==> src/rtl/pulse_seq_pkg.sv <==
// rtl/pulse_seq_pkg.sv - shared state encoding and phase-skip helper for the pulse sequencer
package pulse_seq_pkg;

    typedef enum logic [2:0] {
        ST_IDLE,
        ST_ARM,
        ST_CATH,
        ST_GAP,
        ST_ANOD,
        ST_REST
    } state_t;

    // First nonzero phase among CATH(0)/GAP(1)/ANOD(2) at or after from_pos; ST_IDLE if none.
    function automatic state_t first_active(input logic [2:0] nz_cga, input logic [1:0] from_pos);
        state_t r;
        r = ST_IDLE;
        if (from_pos <= 2'd2 && nz_cga[2]) r = ST_ANOD;
        if (from_pos <= 2'd1 && nz_cga[1]) r = ST_GAP;
        if (from_pos == 2'd0 && nz_cga[0]) r = ST_CATH;
        return r;
    endfunction

endpackage

==> src/rtl/pulse_phase_timer.sv <==
// rtl/pulse_phase_timer.sv - tick edge detect and per-phase tick counter with end-of-phase compare
module pulse_phase_timer
    import pulse_seq_pkg::*;
#(
    parameter int CNT_WIDTH = 16
) (
    input  logic                 clk,
    input  logic                 rst,
    input  logic                 tick_in,
    input  logic                 run,
    input  logic [CNT_WIDTH-1:0] len,
    output logic                 tick,
    output logic                 phase_end
);

    logic                 tick_in_q, tick_in_d;
    logic [CNT_WIDTH-1:0] cnt_q, cnt_d;
    logic                 last;

    assign tick      = tick_in & ~tick_in_q;
    assign last      = (cnt_q == len - CNT_WIDTH'(1));
    assign phase_end = run & tick & last;

    // Count wraps to 0 on phase end so back-to-back entries of the same phase restart cleanly.
    always_comb begin
        tick_in_d = tick_in;
        cnt_d     = cnt_q;
        if (!run) begin
            cnt_d = '0;
        end else if (tick) begin
            cnt_d = last ? '0 : cnt_q + CNT_WIDTH'(1);
        end
    end

    always_ff @(posedge clk or negedge rst) begin
        if (!rst) begin
            tick_in_q <= 1'b0;
            cnt_q     <= '0;
        end else begin
            tick_in_q <= tick_in_d;
            cnt_q     <= cnt_d;
        end
    end

endmodule

==> src/rtl/pulse_seq.sv <==
// rtl/pulse_seq.sv - biphasic pulse train sequencer; PULSE_SEQ_CHARGE_BAL_EN enables start rejection on cath/anod mismatch
module pulse_seq
    import pulse_seq_pkg::*;
#(
    parameter int CNT_WIDTH = 16,
    parameter int NP_WIDTH  = 8
) (
    input  logic                 clk,
    input  logic                 rst,
    input  logic                 tick_in,
    input  logic                 start,
    input  logic                 abort,
    input  logic [CNT_WIDTH-1:0] cath_len,
    input  logic [CNT_WIDTH-1:0] gap_len,
    input  logic [CNT_WIDTH-1:0] anod_len,
    input  logic [CNT_WIDTH-1:0] rest_len,
    input  logic [NP_WIDTH-1:0]  n_pulses,
    output logic                 busy,
    output logic                 done,
    output logic                 err,
    output logic                 cath_en,
    output logic                 anod_en,
    output logic [NP_WIDTH-1:0]  pulse_idx
);

    state_t               state_q, state_d;
    logic [CNT_WIDTH-1:0] cath_q, cath_d, gap_q, gap_d, anod_q, anod_d, rest_q, rest_d;
    logic [NP_WIDTH-1:0]  n_q, n_d, idx_q, idx_d;
    logic                 busy_q, busy_d, done_q, done_d, err_q, err_d;
    logic                 cath_en_q, cath_en_d, anod_en_q, anod_en_d;

    logic                 tick, phase_end, run, reject, pulse_start, pulse_end, rest_nz;
    logic [2:0]           nz_cga;
    logic [CNT_WIDTH-1:0] phase_len;
    state_t               nxt_mid, nxt_first;

    assign nz_cga  = {anod_q != '0, gap_q != '0, cath_q != '0};
    assign rest_nz = (rest_q != '0);
    assign run     = (state_q == ST_CATH) || (state_q == ST_GAP) ||
                     (state_q == ST_ANOD) || (state_q == ST_REST);

    always_comb begin
        phase_len = rest_q;
        case (state_q)
            ST_CATH: phase_len = cath_q;
            ST_GAP:  phase_len = gap_q;
            ST_ANOD: phase_len = anod_q;
            default: phase_len = rest_q;
        endcase
    end

    pulse_phase_timer #(.CNT_WIDTH(CNT_WIDTH)) u_timer (
        .clk       (clk),
        .rst       (rst),
        .tick_in   (tick_in),
        .run       (run),
        .len       (phase_len),
        .tick      (tick),
        .phase_end (phase_end)
    );

`ifdef PULSE_SEQ_CHARGE_BAL_EN
    assign reject = (cath_len != anod_len);
`else
    assign reject = 1'b0;
`endif

    always_comb begin
        state_d     = state_q;
        cath_d      = cath_q;
        gap_d       = gap_q;
        anod_d      = anod_q;
        rest_d      = rest_q;
        n_d         = n_q;
        idx_d       = idx_q;
        done_d      = 1'b0;
        err_d       = 1'b0;
        pulse_start = 1'b0;
        pulse_end   = 1'b0;
        nxt_mid     = ST_IDLE;
        nxt_first   = ST_IDLE;

        if (abort) begin
            state_d = ST_IDLE;
        end else begin
            case (state_q)
                ST_IDLE: begin
                    if (start && reject) begin
                        err_d = 1'b1;
                    end else if (start) begin
                        cath_d = cath_len;
                        gap_d  = gap_len;
                        anod_d = anod_len;
                        rest_d = rest_len;
                        n_d    = n_pulses;
                        idx_d  = '0;
                        if (n_pulses == '0) done_d  = 1'b1;
                        else                state_d = ST_ARM;
                    end
                end
                ST_ARM: begin
                    if (tick) begin
                        // All-zero train: every pulse takes zero time, so finish on this tick.
                        if (nz_cga == 3'b000 && !rest_nz) begin
                            idx_d   = n_q;
                            done_d  = 1'b1;
                            state_d = ST_IDLE;
                        end else begin
                            pulse_start = 1'b1;
                        end
                    end
                end
                ST_CATH, ST_GAP: begin
                    if (phase_end) begin
                        nxt_mid = first_active(nz_cga, (state_q == ST_CATH) ? 2'd1 : 2'd2);
                        if (nxt_mid == ST_IDLE) pulse_end = 1'b1;
                        else                    state_d   = nxt_mid;
                    end
                end
                ST_ANOD: pulse_end   = phase_end;
                ST_REST: pulse_start = phase_end;
                default: state_d     = ST_IDLE;
            endcase

            if (pulse_start) begin
                nxt_first = first_active(nz_cga, 2'd0);
                if (nxt_first == ST_IDLE) pulse_end = 1'b1;
                else                      state_d   = nxt_first;
            end

            // Pulse boundary: REST is only used between pulses, never after the last.
            if (pulse_end) begin
                idx_d = idx_q + NP_WIDTH'(1);
                if (idx_d == n_q) begin
                    state_d = ST_IDLE;
                    done_d  = 1'b1;
                end else if (rest_nz) begin
                    state_d = ST_REST;
                end else begin
                    state_d = first_active(nz_cga, 2'd0);
                end
            end
        end

        busy_d    = (state_d != ST_IDLE);
        cath_en_d = (state_d == ST_CATH);
        anod_en_d = (state_d == ST_ANOD);
    end

    always_ff @(posedge clk or negedge rst) begin
        if (!rst) begin
            state_q   <= ST_IDLE;
            cath_q    <= '0;
            gap_q     <= '0;
            anod_q    <= '0;
            rest_q    <= '0;
            n_q       <= '0;
            idx_q     <= '0;
            busy_q    <= 1'b0;
            done_q    <= 1'b0;
            err_q     <= 1'b0;
            cath_en_q <= 1'b0;
            anod_en_q <= 1'b0;
        end else begin
            state_q   <= state_d;
            cath_q    <= cath_d;
            gap_q     <= gap_d;
            anod_q    <= anod_d;
            rest_q    <= rest_d;
            n_q       <= n_d;
            idx_q     <= idx_d;
            busy_q    <= busy_d;
            done_q    <= done_d;
            err_q     <= err_d;
            cath_en_q <= cath_en_d;
            anod_en_q <= anod_en_d;
        end
    end

    assign busy      = busy_q;
    assign done      = done_q;
    assign err       = err_q;
    assign cath_en   = cath_en_q;
    assign anod_en   = anod_en_q;
    assign pulse_idx = idx_q;

endmodule
==> config.mk <==
export PLATFORM = sky130hd
export DESIGN_NAME = pulse_seq
export DESIGN_NICKNAME = d
export VERILOG_FILES = /design/src/rtl/pulse_seq_pkg.sv /design/src/rtl/pulse_phase_timer.sv /design/src/rtl/pulse_seq.sv
export SDC_FILE = /design/constraint.sdc
export NUM_CORES = 1
export LEC_CHECK = 0
export CORE_MARGIN = 8
export CORE_UTILIZATION = 55
export CTS_BUF_LIST = sky130_fd_sc_hd__clkbuf_16
export DETAILED_ROUTE_END_ITERATION = 12
export GPL_TIMING_DRIVEN = 0
export PLACE_DENSITY = 0.8
export SLEW_MARGIN = 20
export SYNTH_ARGS = -nofsm -noshare
export SYNTH_HDL_FRONTEND = slang
export SYNTH_HIERARCHICAL = 1
export SYNTH_SLANG_ARGS = --single-unit
==> constraint.sdc <==
create_clock -name clk -period 14 [get_ports clk]
set_input_delay 1.4 -clock clk [delete_from_list [all_inputs] [get_ports clk]]
set_output_delay 1.4 -clock clk [all_outputs]
set_load 0.005 [all_outputs]
Word-level counts from Yosys, hierarchy flattened --
Cells that the tools add are included.
Cells by class: muxes and demuxes 52, order comparisons 2, bitwise gates (word level) 5, equal/unequal tests 13, reductions and logical operators 24, add/subtract/negate cells 3
Operators with widths (count):
- $mux 3 | 23
- $reduce_bool 16->1 | 4
- $mux 16 | 3
- $pmux 16 s3 | 1
- $mux 8 | 4
- $add 16x1->16 const B | 1
- $eq 16x16->1 | 1
- $pmux 8 s2 | 1
- $sub 16x1->16 const B | 1
- $mux 1 | 15
- $logic_not 3->1 | 4
- $pmux 3 s4 | 1
- $eq 3x2->1 const B | 3
- $eq 3x3->1 const B | 3
- $add 8x1->8 const B | 1
- $eq 8x8->1 | 1
- $logic_not 8->1 | 1
- $ne 3x3->1 const B | 2
- $pmux 1 s2 | 3
- $reduce_bool 3->1 | 2
- $reduce_and 5->1 | 1
- $logic_and 1x1->1 | 4
- $reduce_or 2->1 | 2
- $and 1x1->1 | 3
- other kinds (11) | 14
Storage, ports and cells: bits in registers 104, output and inout port bits 13, input port bits 77

Logic depth before layout (Yosys ltp) --
Gate-level depths: netlist (run 1).
depth in word-level cells 20, depth in mapped cells 22, mapped depth without buffers 18

Hierarchy --
The synthesis (run 1) kept the hierarchy.
Modules (own cells, without submodules):
- pulse_seq | seq. area each 2177.1 um2, area each 4760.8 um2, times used 1, cells an instance 408
- pulse_phase_timer | seq. area each 425.4 um2, area each 1539.0 um2, times used 1, cells an instance 170

Least setup slack after synthesis (run 1) --
OpenSTA, ideal clock, no wires.
kind flip-flop to flip-flop, start point reg state_q[0], end point reg idx_q[2], in the netlist pulse_idx[2], period minus slack after synthesis 5.195 ns, setup slack 8.805 ns, library setup time 0.121 ns, cell stages (with the launch flop) 23, arrival 5.074 ns, data required time 13.879 ns, cells stage by stage dfrtp_1 buf_2 buf_1 buf_1 mux2i_1 nor2_1 a21oi_1 mux2i_1 inv_1 ha_1 or4b_4 nor3b_4 mux2i_1 o32ai_4 nor4_4 and3_1 nand2_1 o31a_2 o21a_4 buf_6 and2_4 a32o_1 a22o_1
RTL lines:
- start: declaration | RTL line pulse_seq.sv:26 | state_t state_q, state_d;
- start signal: assignment | RTL line pulse_seq.sv:165 | state_q <= state_d;
- $eq 3x3->1 or $eq 3x2->1 (tied branches) | RTL line pulse_seq.sv:44 | case (state_q)
- $pmux 16 s3 (*) | RTL line pulse_seq.sv:44
- net phase_len[0] | RTL line pulse_seq.sv:34 | logic [CNT_WIDTH-1:0] phase_len;
- $sub 16x1->16 (*) | RTL line pulse_phase_timer.sv:21 | assign last = (cnt_q == len - CNT_WIDTH'(1));
- $eq 16x16->1 (*) | RTL line pulse_phase_timer.sv:21
- $and 1x1->1 (*) | RTL line pulse_phase_timer.sv:22 | assign phase_end = run & tick & last;
- net phase_end | RTL line pulse_seq.sv:32 | logic tick, phase_end, run, reject, pulse_start, pulse_end, rest_nz;
- $mux 1 | RTL line pulse_seq.sv:114 | if (phase_end) begin
- $pmux 1 s2 | RTL line pulse_seq.sv:86 | case (state_q)
- $mux 1 | RTL line pulse_seq.sv:127 | if (nxt_first == ST_IDLE) pulse_end = 1'b1;
- $mux 1 (*) | RTL line pulse_seq.sv:125 | if (pulse_start) begin
- $mux 1 (*) | RTL line pulse_seq.sv:83 | if (abort) begin
- $ne 3x2->1 (no source line) (tied with other cells)
- $reduce_and 5->1 (no source line)
- end signal: assignment | RTL line pulse_seq.sv:171 | idx_q <= idx_d;
- end: declaration | RTL line pulse_seq.sv:28 | logic [NP_WIDTH-1:0] n_q, n_d, idx_q, idx_d;
The timed path passes the listed nets; every way through them passes the cells marked *. The select of a mux whose other input is x is not followed. A chain may end at the register's enable or synchronous reset.

Worst setup path in the final report (run 1) --
start point reg state_q[0], end point reg busy_q, in the netlist busy
RTL lines:
- $eq 3x3->1 or $eq 3x2->1 (tied branches) | RTL line pulse_seq.sv:44
- $pmux 16 s3 (*) | RTL line pulse_seq.sv:44
- net phase_len[0] | RTL line pulse_seq.sv:34
- $sub 16x1->16 (*) | RTL line pulse_phase_timer.sv:21
- $eq 16x16->1 (*) | RTL line pulse_phase_timer.sv:21
- $and 1x1->1 (*) | RTL line pulse_phase_timer.sv:22
- net phase_end | RTL line pulse_seq.sv:32
- $mux 1 | RTL line pulse_seq.sv:114
- $pmux 1 s2 | RTL line pulse_seq.sv:86
- $mux 1 | RTL line pulse_seq.sv:127
- $mux 1 | RTL line pulse_seq.sv:125
- $mux 1 | RTL line pulse_seq.sv:83
- $mux 3 (*) | RTL line pulse_seq.sv:132 | if (pulse_end) begin
- $mux 3 (*) | RTL line pulse_seq.sv:83
- $reduce_bool 3->1 (*) | RTL line pulse_seq.sv:145 | busy_d = (state_d != ST_IDLE);
- net busy_d | RTL line pulse_seq.sv:29 | logic busy_q, busy_d, done_q, done_d, err_q, err_d;
- end signal: assignment | RTL line pulse_seq.sv:172 | busy_q <= busy_d;
- end: declaration | RTL line pulse_seq.sv:29
Marks and branches as above.

==> metrics.txt, run 1 <==
outcome completed; largest net degree at the start of global routing 75; synthesized flop and latch total 104; capturing element type of the critical path flip-flop; vias in the first global route 5,150; Hold Path End cath_q[3]; Reg clk slew, reported paths 0.08 ns; RSZ-0062 raised after global routing false; Largest delay share family, worst path simple AND/OR/NAND/NOR gates; Ys Warns 6; post-synthesis mux area share 0.210; top-area cell type share of the netlist area 0.413; critical path startpoint category flip-flop; hold-fix buffers at CTS 0; Post-CTS Resized 0; clock skew 0.00932 ns; R2R depth 21; final hold slack 0.537 ns; most frequent cell after synthesis dfrtp_1; Final nets 757; CP Buf/Inv Count 4; Layout area overhead 21.9%; fin. max-slew vios 0; CP max stage cell nor4b_1; worst slack at placement 7.92 ns; Initial Util 0.556; maximum vdd drop 0.000116 V; syn nets 658; filler instances 888; Inst Count DP 809; fin util 0.678; XOR/XNOR Fraction of Synth Area 0.0375; routability cong. 0.902; Synth Area in Adders 0.00596; initial antenna violation count 0; fraction of layout cells with a size suffix above 1 0.216; Slew @ Worst Pin 0.816 ns; Min-Delay Path Class flip-flop to flip-flop; DR vias 5,069; 1st-pass router iterations 5; Routed WL 16.2 mm; Compound-Gate Fraction of Synth Area 0.130; full die area 15,100 µm²; Ports 90; sequential area share after synthesis 0.413; post-route clock period utilization 0.439; chip width 123 µm; final antenna-violating net count 0; Fin Setup TNS 0 ns; Max-Cap Viols 0; Antenna Cells 0; grt total ovfl 0; Post-synth ARST share 1.00; CP arrival 6.40 ns; Cells after Synth 578; placed cell area 7380 µm²; first-pass GRT wire length 26.6 mm; row count 39; kind of critical path flip-flop to flip-flop; Synth Area in Simple Gates 0.169; Layout Cells excl Fill 825; Syn Std Cell Area 6300 µm²; CTS tree built; # clock sinks 104; root buf cell clkbuf_16; synth cell count leaders dfrtp_1, mux2_2, mux2i_1, nor2_1, a21oi_1; Pwr Total 972 µW; Setup Buffers After CTS 0; clock latency on the worst-skew pair 0.36 ns; Final Setup Violations 0; P_leak 3.00 nW; Final Hold Fails 0; WL per Instance 19.6 µm; worst hold start cath_q[3]; minimum clock period 6.15 ns; Num CTS Buffers 9; CTS H-tree lvls 3; Reg2Reg Setup Slack 7.85 ns; PD cells 127 nW/µm²; DRC viols 0; number of synthesized flops with an enable pin 0; Synth area leaders dfrtp_1, mux2_2, mux2i_1; Post-DP HPWL 12.5 mm; Max-slew headroom 0.448; crit path max fanout 10; Core ar. 11,300 µm²; Post-synth top flop dfrtp_1; post-route cell area 7680 µm²; delay of the slowest critical-path stage 0.69 ns; vias per inst 6.14; GRT Total Usage 0.225; Die H 123 µm; Synth area leader dfrtp_1; FMAX 163 MHz; hold depth 1; I/O Buffers 87; largest family of logic cells by synthesized area multiplexers; FF-to-FF End busy; Critical R2R Launch state_q[0]; Cell variety after synth 82; CP Cell Sequence buf_2, buf_1, buf_1, mux2i_1, nor2_1, a21oi_1, mux2i_1, inv_1, ha_1, nor4b_1, a41oi_1, nor2_1, o2111ai_2, nor4_4, and3_1, nand2_1, o31a_2, o21ai_2, nor3_1, o21bai_1, or3b_1; CTS max path bufs 2; Synth Area per Inst 10.9 µm²; starting DRC count in detailed routing 444; Crit path required time 14.25 ns; setup slack after layout 7.85 ns
metal layers:
| metal | part of all wire | global-route usage | vias to the layer above |
|---|---|---|---|
| li1 | - | - | 2370 |
| met1 | 0.43 | 0.281 | 2476 |
| met2 | 0.49 | 0.377 | 192 |
| met3 | 0.054 | 0.0548 | 31 |
| met4 | 0.023 | 0.0722 | 0 |
| met5 | 0 | 0 | - |
cells in the final DEF (no fill, tap or decap), types with 8 or more instances in the layout:
cell type        synthesis  layout
a21oi_1                 29      29
a31o_1                  10      10
buf_2                   11      11
clkbuf_16                0       9
clkdlybuf4s50_1          0      86
dfrtp_1                104     104
inv_1                   11      11
mux2_2                  73      73
mux2i_1                 50      50
nand2_1                 18      18
nand3_1                 22      22
nor2_1                  40      40
nor3_1                  17      17
nor4_1                  13      13
o21ai_0                  8       8
xnor2_1                 18      18
xor2_1                   9       9
registers in the layout, summed over array words and instances, names as in the netlist:
| name | cells |
|---|---|
| u_timer/cnt_q | 16 |
| u_timer/tick_in_q | 1 |
| anod_en | 1 |
| state_q | 3 |
| pulse_idx | 8 |
| cath_q | 16 |
| busy | 1 |
| anod_q | 16 |
| done | 1 |
| cath_en | 1 |
| n_q | 8 |
| rest_q | 16 |
| gap_q | 16 |
worst register-to-register path, delay by kind of cell (launching register included):
| family | cells | cell delay (ns) |
|---|---|---|
| compound gates | 6 | 1.27 |
| fa+ha+maj | 1 | 0.24 |
| buf+inv | 4 | 1.42 |
| flops | 1 | 0.33 |
| mux | 2 | 0.45 |
| simple gates | 8 | 2.32 |
how the worst max path moves through the flow:
stage / to / cells after the start / startpoint
6_report: busy / 21 / state_q[0]
5_1_grt: busy / 21 / state_q[0]
4_1_cts: busy / 21 / state_q[0]
3_5_place_dp: busy / 21 / state_q[0]
3_3_place_gp: u_timer/cnt_q[15] / 1 / rst
2_1_floorplan: pulse_idx[2] / 22 / state_q[0]
cell families (layout without fill, tap and decap cells):
group,after synthesis,in the layout
adders and majority gates,3,3
buffers and inverters,38,142
and+or+nand+nor,178,178
muxes,123,123
DFF,104,104
other,1,1
AOI/OAI and AO/OA,104,104
xor gates and xnor gates,27,27
layout make-up:
| cell class | instances | area [µm²] | area share |
|---|---|---|---|
| plain buffers | 27 | 173 | 0.0225 |
| inverters | 11 | 41.3 | 0.00538 |
| well taps | 143 | 179 | 0.0233 |
| repair buffers | 88 | 900 | 0.117 |
| clock inverters | 7 | 76.3 | 0.00994 |
| flip-flops and latches | 104 | 2600 | 0.339 |
| clock buffers | 9 | 225 | 0.0293 |
| multi-input cells | 436 | 3480 | 0.454 |
report_power, final:
group          switching [mW]  internal, mW  total, mW
registers              0.0666         0.360      0.427
clock network           0.124         0.126      0.251
logic                   0.140         0.154      0.294
total                   0.331         0.641      0.972
No activity file was read; power rests on OpenSTA's default activity.
==> run 2, diff against run 1 <==
Settings changed: CORE_UTILIZATION 55 to 50, PLACE_DENSITY 0.8 to 0.77.
Clock period 14 ns to 5.65 ns, I/O delays scaled along.
==> run 2 against run 1 <==
Effect of this change: count of clock-buffer cells in the layout unchanged; worst setup slack got worse by 7.6 ns; maximum frequency grew 14%; combinational power grew to 2.5 times the previous value; wire length rose by 0.81%; cell count up 4.2%; first-iteration DRC count shrank 14%; cell area increased by 1.6%; sequential cell count unchanged; global-route usage shrank 2.0 points; die area is 8.7% higher; worst hold slack lost 0.45 ns; critical path type unchanged; critical endpoint unchanged; highest routed layer unchanged.
==> metrics.txt, run 2 (same netlist as run 1, synthesis figures left out) <==
outcome completed; Antenna Cells 0; fin. max-slew vios 0; root buf cell clkbuf_16; DRC viols 0; P_leak 3.05 nW; Clock power frac 0.263; Gate power share 0.303; Slew @ Worst Pin 0.730 ns; Final Hold Fails 0; PD cells 313 nW/µm²; routability cong. 0.938; crit path max fanout 10; Int Power 1.63 mW; fraction of layout cells with a size suffix above 1 0.234; total net switching power 811 µW; Final nets 763; WL per Instance 19.0 µm; Max-Cap Viols 0; Net Sw Frac 0.332; kind of critical path flip-flop to flip-flop; Ports 90; Layout area overhead 23.9%; grt total ovfl 0; vias per inst 5.83; commonest non-fill, non-tap cell in the layout dfrtp_1; Reg2Reg Setup Slack 0.26 ns; minimum clock period 5.39 ns; clock skew 0.00726 ns; hold-fix buffers at CTS 0; initial antenna violation count 0; Die H 128 µm; DR vias 5,018; CTS max path bufs 2; Num CTS Buffers 9; I/O Buffers 87; CP arrival 5.62 ns; CTS tree built; 1st-pass router iterations 4; clock latency on the worst-skew pair 0.36 ns; CP Cell Sequence buf_2, buf_1, mux2i_1, inv_1, ha_1, or4b_4, nor3b_4, mux2i_2, o32ai_4, nor4_4, and3_4, nand2_1, o31a_2, o21ai_2, nor3_1, o21bai_1, or3b_1; sequential share of power 0.434; first-pass GRT wire length 26.7 mm; GRT Total Usage 0.205; final antenna-violating net count 0; capturing element type of the critical path flip-flop; delay of the slowest critical-path stage 0.53 ns; Fin Setup TNS 0 ns; maximum vdd drop 0.000244 V; Pwr Total 2.45 mW; Final Setup Violations 0; Max-slew headroom 0.500; starting DRC count in detailed routing 381; critical path startpoint category flip-flop; Min-Delay Path Class input pin to async pin; commonest cells after routing, fill and taps aside dfrtp_1, clkdlybuf4s50_1, mux2_2, mux2i_1, nor2_1; Crit path required time 5.88 ns; setup slack after layout 0.262 ns; vias in the first global route 5,307; chip width 128 µm; Routed WL 16.3 mm; largest net degree at the start of global routing 70; Post-DP HPWL 12.7 mm; full die area 16,400 µm²; filler instances 1,033; FMAX 186 MHz; Core ar. 12,500 µm²; Reg clk slew, reported paths 0.07 ns; CP max stage cell buf_1; worst slack at placement -0.359 ns; # clock sinks 104; Initial Util 0.505; post-route clock period utilization 0.954; row count 41; CTS H-tree lvls 3
## run 2: cell count changes in the layout (fill, tap and decap cells not counted), sizes merged
cell	delta
bufinv	+1
clkinv	-2
inv	+1
buf	+6
## run 2: through the flow
step           utilization  instances  area [µm²]  hold WS (ns)
5_1_grt              0.626        860        7800         0.105
2_1_floorplan            -        578        6300         0.269
3_5_place_dp         0.595        838        7410         0.481
3_3_place_gp         0.592        837        7390         0.523
4_1_cts              0.620        854        7730        0.0937
6_report             0.626        860        7800        0.0847
## run 2: path summary, 6_finish.rpt
path	cells past startpoint	from	end
min reg2reg	1	cath_q[1]	cath_q[1]
min in group clk	2	abort	done
max reg2reg	17	state_q[2]	busy
min	1	rst	cath_q[2]
max in group asynchronous	2	rst	u_timer/tick_in_q
max	17	state_q[2]	busy
## run 2: worst max-delay path, delay by kind of cell (launching register included)
family | cells | cell delay [ns]
AO/OA/AOI/OAI | 4 | 0.86
adder cells (fa/ha/maj) | 1 | 0.24
buffers and inverters | 3 | 0.96
flip-flops | 1 | 0.42
multiplexers | 2 | 0.62
AND/OR/NAND/NOR | 7 | 2.14
## run 2: final cells by class
cell class / count / area (µm²) / area share
Multi-Input combinational cell: 436 / 3510 / 0.449
Buffer: 27 / 189 / 0.0242
Inverter: 11 / 41.3 / 0.00529
Timing Repair Buffer: 94 / 945 / 0.121
Sequential cell: 104 / 2600 / 0.333
Clock inverter: 7 / 78.8 / 0.0101
Tap cell: 172 / 215 / 0.0276
Clock buffer: 9 / 225 / 0.0289
## run 2: timing repair
item / CTS / global route
setup buffers: 0 / 6
endpoints found under the hold margin: 0 / 0
pin swaps: 0 / 2
gates resized for setup: 4 / 14
endpoints found under the setup margin: 15 / 12
## run 2: routing by layer
metal  GRT usage  vias to the layer above  routed length (µm)
li1            -                     2364                   -
met1       0.233                     2484                6720
met2       0.367                      147                8430
met3      0.0487                       23                 899
met4      0.0699                        0                 288
met5           0                        -                   0
## run 2: power groups by stage
stage | Combinational (mW) | Clock (mW) | Sequential (mW)
floorplan | 0.517 | 0 | 1.01
global placement | 0.692 | 0 | 1.06
detailed placement | 0.721 | 0 | 1.07
CTS | 0.730 | 0.655 | 1.06
global route | 0.805 | 0.692 | 1.08
finish | 0.740 | 0.643 | 1.06
==> run 3, diff against run 2 <==
Settings changed: ABC_AREA set to 0, PLACE_DENSITY 0.77 to unset, PLACE_DENSITY_LB_ADDON set to 0.15.
==> run 3 against run 2 <==
Effect of this change: global-route usage fell by 0.47 points; critical path depth rose by 4; register-to-register slack improved by 0.06 ns; clock skew rose by 0.0050 ns; sequential power barely moved; combinational power fell by 2%; critical path type unchanged; critical endpoint unchanged; largest cell class unchanged; highest routed layer unchanged.
==> metrics.txt, run 3 (same netlist as run 1, synthesis figures left out) <==
outcome completed; placed cell area 7410 µm²; Gate power share 0.306; Post-DP HPWL 12.4 mm; Final nets 760; total net switching power 799 µW; crit path max fanout 10; vias in the first global route 5,074; final antenna-violating net count 0; I/O Buffers 87; Int Power 1.58 mW; routability cong. 0.933; capturing element type of the critical path flip-flop; FF-to-FF End busy; register area 2600 µm²; critical path startpoint category flip-flop; Final Setup Violations 0; maximum vdd drop 0.000154 V; fin. max-slew vios 0; commonest non-fill, non-tap cell in the layout dfrtp_1; DRC viols 0; row count 41; FMAX 188 MHz; Slew @ Worst Pin 0.710 ns; Clock power frac 0.253; delay of the slowest critical-path stage 0.52 ns; Layout Cells excl Fill 856; post-route clock period utilization 0.944; Num CTS Buffers 9; CP Buf/Inv Count 4; chip width 128 µm; worst slack at placement -0.365 ns; Min-Delay Path Class input pin to async pin; Final Hold Fails 0; Pwr Total 2.38 mW; kind of critical path flip-flop to flip-flop; 1st-pass router iterations 4; grt total ovfl 0; WL per Instance 18.7 µm; Critical R2R Launch state_q[0]; GRT Total Usage 0.200; CTS H-tree lvls 3; Reg clk slew, reported paths 0.08 ns; clock skew 0.0123 ns; Die H 128 µm; CTS tree built; filler instances 1,048; fraction of layout cells with a size suffix above 1 0.227; minimum clock period 5.33 ns; P_leak 3.02 nW; commonest cells after routing, fill and taps aside dfrtp_1, clkdlybuf4s50_1, mux2_2, mux2i_1, nor2_1; Max-Cap Viols 0; CP Cell Sequence buf_2, clkbuf_4, buf_4, mux2i_1, nor2_1, a21oi_1, mux2i_1, inv_1, ha_1, or4b_4, nor3b_4, mux2i_2, o32ai_4, nor4_4, and3_2, nand2_1, o31a_2, o21ai_2, nor3_1, o21bai_1, or3b_1; clock latency on the worst-skew pair 0.36 ns; Multi-input gate area 3500 µm²; vias per inst 5.85; Fin Setup TNS 0 ns; CP max stage cell or4b_4; Routed WL 16.0 mm; Top cell by count, worst path mux2i_1; Core ar. 12,500 µm²; Reg2Reg Setup Slack 0.32 ns; R2R depth 21; Net Sw Frac 0.336; Ports 90; post-route cell area 7740 µm²; CP arrival 5.56 ns; Antenna Cells 0; Crit path required time 5.88 ns; largest net degree at the start of global routing 71; DR vias 5,005; root buf cell clkbuf_16; PD cells 308 nW/µm²; Layout area overhead 22.9%; final hold slack 0.0796 ns; CTS max path bufs 2; Initial Util 0.505; sequential share of power 0.441; first-pass GRT wire length 26.1 mm; initial antenna violation count 0; Largest delay share family, worst path simple AND/OR/NAND/NOR gates; setup slack after layout 0.319 ns; Max-slew headroom 0.513; full die area 16,400 µm²; starting DRC count in detailed routing 310; # clock sinks 104; fin util 0.621; Inst Count DP 838
## run 3: area by class of cell
type                    instances  area share
inverters                      11     0.00533
clock inverters                 6     0.00662
clock buffers                   9      0.0291
plain buffers                  27      0.0237
multi-input cells             436       0.452
well taps                     172      0.0278
repair buffers                 91       0.119
flip-flops and latches        104       0.336
## run 3: worst register-to-register path, stage by stage, from the launching register on
cell,delay [ns]
dfrtp_1,0.33
buf_2,0.19
clkbuf_4,0.26
buf_4,0.24
mux2i_1,0.20
nor2_1,0.07
a21oi_1,0.14
mux2i_1,0.17
inv_1,0.11
ha_1,0.23
or4b_4,0.52
nor3b_4,0.30
mux2i_2,0.29
o32ai_4,0.15
nor4_4,0.34
and3_2,0.28
nand2_1,0.10
o31a_2,0.36
o21ai_2,0.14
nor3_1,0.11
o21bai_1,0.25
or3b_1,0.39
## run 3: power by group through the flow
| stage | logic (mW) | registers [mW] | clock network [mW] |
|---|---|---|---|
| 6_report | 0.728 | 1.05 | 0.602 |
| 5_1_grt | 0.795 | 1.07 | 0.644 |
| 4_1_cts | 0.727 | 1.05 | 0.614 |
| 3_5_place_dp | 0.722 | 1.06 | 0 |
| 3_3_place_gp | 0.700 | 1.06 | 0 |
| 2_1_floorplan | 0.517 | 1.01 | 0 |
## run 3: how the worst max path moves through the flow
stage | from | end | slack [ns] | cells past startpoint
final | state_q[0] | busy | 0.32 | 21
after global routing | state_q[0] | busy | -0.04 | 21
after CTS | state_q[0] | busy | 0.07 | 21
after detailed placement | state_q[0] | busy | -0.36 | 21
after global placement | state_q[0] | busy | -0.24 | 21
after floorplan | state_q[0] | pulse_idx[2] | 0.45 | 22
## run 3: routing by layer
layer | vias to the layer above | wire length [µm] | GRT usage
met4 | 0 | 298 | 0.0601
met5 | - | 0 | 0
li1 | 2371 | - | -
met3 | 22 | 884 | 0.0483
met2 | 145 | 7730 | 0.335
met1 | 2467 | 7080 | 0.250
## run 3: timing repair
action	CTS	global route
resized for setup	4	9
pin swaps	0	2
setup endpoints to repair	15	14
hold buffers	0	0
buffers inserted	0	3
